### src/rtl/pmux_pipe_tree.sv
// pmux_pipe_tree: pipelined N:1 multiplexer built as a radix-4 tree.
// N = 2**sel_width inputs. There are sel_width/2 levels, and each level
// is followed by a register stage. Level k picks one of four candidates
// using select bits [2k-1:2k-2], starting with the LSB pair at level 1.
// The full select index travels with the data so it can serve as a tag.
//
// Handshake: a transfer happens on a rising edge when valid && ready.
// The whole pipeline stalls while out_valid && !out_ready. In that case
// every stage register holds its value and in_ready is low. At all other
// times every stage advances by one level. Bubbles advance as well and
// are never collapsed. The only combinational path from an input to an
// output is out_ready -> in_ready.
module pmux_pipe_tree #(
   parameter int width     = 8,
   parameter int sel_width = 4
) (
   input  logic                              clk,
   input  logic                              rst,
   input  logic [(2**sel_width)*width-1:0]   in_data,
   input  logic [sel_width-1:0]              in_sel,
   input  logic                              in_valid,
   output logic                              in_ready,
   output logic [width-1:0]                  out_data,
   output logic [sel_width-1:0]              out_sel,
   output logic                              out_valid,
   input  logic                              out_ready
);

   localparam int n      = 2**sel_width;
   localparam int levels = sel_width / 2;

   // The radix-4 tree only works for an even select width of at most 8.
   if ((sel_width % 2) != 0 || sel_width < 2 || sel_width > 8) begin : g_bad_param
      $error("pmux_pipe_tree: sel_width must be even and in 2..8");
   end

   logic stall;

   assign stall    = out_valid && !out_ready;
   assign in_ready = !stall;

   for (genvar k = 1; k <= levels; k++) begin : lvl
      localparam int cnt      = n >> (2*k);
      localparam int prev_cnt = cnt * 4;

      logic [prev_cnt*width-1:0] src_data;
      logic [sel_width-1:0]      src_sel;
      logic                      src_valid;
      logic [1:0]                pick;
      logic [cnt*width-1:0]      data_d;
      logic [cnt*width-1:0]      data_q;
      logic [sel_width-1:0]      sel_q;
      logic                      valid_q;

      if (k == 1) begin : g_src_in
         assign src_data  = in_data;
         assign src_sel   = in_sel;
         assign src_valid = in_valid;
      end else begin : g_src_lvl
         assign src_data  = lvl[k-1].data_q;
         assign src_sel   = lvl[k-1].sel_q;
         assign src_valid = lvl[k-1].valid_q;
      end

      assign pick = src_sel[2*k-1 -: 2];

      // 4:1 selection for every group of four candidates at this level.
      always_comb begin
         data_d = '0;
         for (int j = 0; j < cnt; j++) begin
            data_d[j*width +: width] = src_data[(4*j + int'(pick))*width +: width];
         end
      end

      // Stage register. It holds its value on a stall and clears to 0 on reset.
      always_ff @(posedge clk or posedge rst) begin
         if (rst) begin
            data_q  <= '0;
            sel_q   <= '0;
            valid_q <= 1'b0;
         end else if (!stall) begin
            data_q  <= data_d;
            sel_q   <= src_sel;
            valid_q <= src_valid;
         end
      end
   end

   assign out_data  = lvl[levels].data_q;
   assign out_sel   = lvl[levels].sel_q;
   assign out_valid = lvl[levels].valid_q;

endmodule

### config.mk
export PLATFORM = sky130hd
export DESIGN_NAME = pmux_pipe_tree
export DESIGN_NICKNAME = d
export VERILOG_FILES = /design/src/rtl/pmux_pipe_tree.sv
export SDC_FILE = /design/constraint.sdc
export NUM_CORES = 1
export LEC_CHECK = 0
export CAP_MARGIN = 0
export CORE_MARGIN = 4
export CORE_UTILIZATION = 45
export CTS_BUF_LIST = sky130_fd_sc_hd__clkbuf_8
export CTS_CLUSTER_DIAMETER = 120
export CTS_CLUSTER_SIZE = 20
export DETAILED_ROUTE_END_ITERATION = 8
export PLACE_DENSITY = 0.94
export SLEW_MARGIN = 10
export SYNTH_ARGS = -nofsm -noshare
export SYNTH_HDL_FRONTEND = slang
export SYNTH_SLANG_ARGS = --single-unit
### constraint.sdc
create_clock -name clk -period 2.7 [get_ports clk]
set_input_delay 0.27 -clock clk [delete_from_list [all_inputs] [get_ports clk]]
set_output_delay 0.27 -clock clk [all_outputs]
set_load 0.01 [all_outputs]
==> impl_metrics.toml <==
[status]
outcome = "finished, final reports clean"

[sta]
worstMarginPinSlew_ns = 0.753
holdWs_ns = 0.343
finClkSkew_ns = 0.00867
layout_min_cycle_time_ns = 1.95
fin_tns_setup_ns = 0
fmax_mhz = 513
setup_violations = 0
hold_viol_final = 0
rsz0062_at_grt = "no"
slew_viol_final = 0
period_share_pct = 72.2
slew-limit-headroom_pct = 49.8
setup_slack_ns = 0.752

[finish]
insertedDiodeCount = 0
syn2layout_area_growth_pct = 54.2
final-instance-count-excl-fill = 379
multiInputGateArea_mm2 = 0.00159
fin_nets = 437
drive_gt1_share_pct = 33.4
n_fill_cell = 433
regArea_mm2 = 0.00125

[pwr]
power_density_mw_per_mm2 = 486
peakVddDrop_v = 0.000296
leakage_nw = 1.85

[clock_network]
postCtsSetupBuffers = 0
numClockSinks = 50
numCtsBuffers = 5
clockBufferDepth = 2
cts_tree = "done"
clk_pin_slew_worst_paths_ns = 0.09
ctsRootBufferMaster = "clkbuf_8"
ctsResizeCount = 0
ctsHoldBuffers = 0
htree_levels = 2
clk_latency_ns = 0.29

[min_path]
min_path_type = "primary input to asynchronous set/reset pin"

[place]
port_buffers = 149
place_congestion = 0.768
place_hpwl_um = 5950
dp_cells = 371
post-place-ws_ns = 0.744

[floorplan]
row_count = 29
fp.dieH_um = 89.2
io_pins = 150
start_util_pct = 46.5
core-area_mm2 = 0.00639
die_area_mm2 = 0.00796
die_w_um = 89.2

[critical_path]
cp-start-kind = "primary input"
cp_data_arrival_time_ns = 1.68
critPathMaxFanout = 19
path_class = "primary input to primary output"
required_ns = 2.43
end_kind = "primary output"

[yosys]
ys_ff_latch = 50
synth.area.top_cells = "dfrtp_1 (42%), mux4_2 (28%), mux2_4 (15%)"
synth_top_family_by_area = "multiplexers"
yosys.cell_types.count = 11
synth-compound-area-share_pct = 0
syn_area_mm2 = 0.00297
yosysTopAreaCell = "dfrtp_1"
syn_nets = 294
synthMuxAreaShare_pct = 53.0
avgSynthCellArea_um2 = 18.8
synth_xor_area_share_pct = 0
synthAdderAreaFrac_pct = 0
synth-seq-area-share_pct = 42.2
syn_inst = 158
yosys_warnings = 0
synth.top_cell.area_share_pct = 42.2
yosys.area_share.simple_pct = 0.422

[routing]
vias_per_cell = 5.39
drt_iter0_drc = 43
drcViolationCount = 0
num_vias = 2041
dr.pass1.iters = 4
wire_per_inst_um = 19.2
finalWirelength_um = 7270
ant_nets = 0

[grt]
gr-total-overflow = 0
grtUsageTotal_pct = 18.4
antenna_found_initial = 0
grt_max_degree = 34
first_global_vias = 2289
grt_pass1_wl_um = 11100

[run]
drv_cap = 0
[cell usage in the layout (no fill, tap or decap)]
cell type / instances
dfrtp_1: 50
buf_2: 2
clkinv_2: 1
mux4_2: 37
mux2_2: 20
nand2b_4: 1
nand2b_1: 1
clkinvlp_4: 1
clkbuf_8: 5
buf_12: 3
clkinv_4: 1
inv_2: 1
mux2_4: 29
clkdlybuf4s50_1: 147
mux4_1: 3
[final cells by class]
| class | instances | share of cell area, % |
|---|---|---|
| timing repair buffer | 152 | 33.7 |
| clock inverter | 3 | 0.465 |
| inverter | 1 | 0.0820 |
| tap | 77 | 2.11 |
| multi-input combinational | 91 | 34.8 |
| clock buffer | 5 | 1.50 |
| sequential | 50 | 27.3 |
[sequential cells by signal, summed over array words and instances (netlist names)]
| signal | flops |
|---|---|
| lvl.data_q | 32 |
| lvl.sel_q | 4 |
| lvl.valid_q | 1 |
| out_data | 8 |
| out_sel | 4 |
| out_valid | 1 |
[critical path: stages]
cell             delay (ns)
clkdlybuf4s50_1        0.46
nand2b_4               0.34
clkdlybuf4s50_1        0.61
[through the flow]
stage / instance area, um2 / power [mW] / utilization, %
2_1_floorplan: 2970 / 1.43 / -
3_3_place_gp: 4490 / 1.80 / 70.2
3_5_place_dp: 4490 / 1.83 / 70.2
4_1_cts: 4580 / 2.26 / 71.6
5_1_grt: 4580 / 2.35 / 71.6
6_report: 4580 / 2.22 / 71.6
[routing by layer]
layer  up-vias  GRT usage [%]  share of wire (%)
met2       107           32.5                 49
met4         0           3.79                1.0
met1      1004           23.7                 41
met5         -              0                  0
li1        926              -                  -
met3         4           3.78                9.3
[where the power goes]
| group | switching (mW) | internal (mW) |
|---|---|---|
| clock | 0.238 | 0.182 |
| combinational | 0.214 | 0.580 |
| sequential | 0.110 | 0.899 |
[synthesized netlist by cell type, drive strengths merged]
cell type and count:
dfrtp 50, mux2 49, mux4 40, buf 13, clkbuf 3, nand2b 2
inv 1
[final timing paths]
check	startpoint	endpoint	slack, ns	depth (start not counted)
setup / recovery	out_ready	in_ready	0.75	3
hold / removal	rst	lvl[1].data_q[6]	0.34	2
setup reg to reg	lvl[1].sel_q[2]	out_data[0]	1.01	2
hold reg to reg	lvl[1].valid_q	out_valid	0.48	1
max in group asynchronous	rst	lvl[1].sel_q[0]	1.82	3
min in group clk	lvl[1].valid_q	out_valid	0.48	1
[kinds of logic (layout without fill, tap and decap cells)]
logic type / count (synthesis) / after routing
buffers and inverters: 17 / 161
muxes: 89 / 89
DFF: 50 / 50
and+or+nand+nor: 2 / 2
Note: power is estimated with default switching activity, not from simulation.
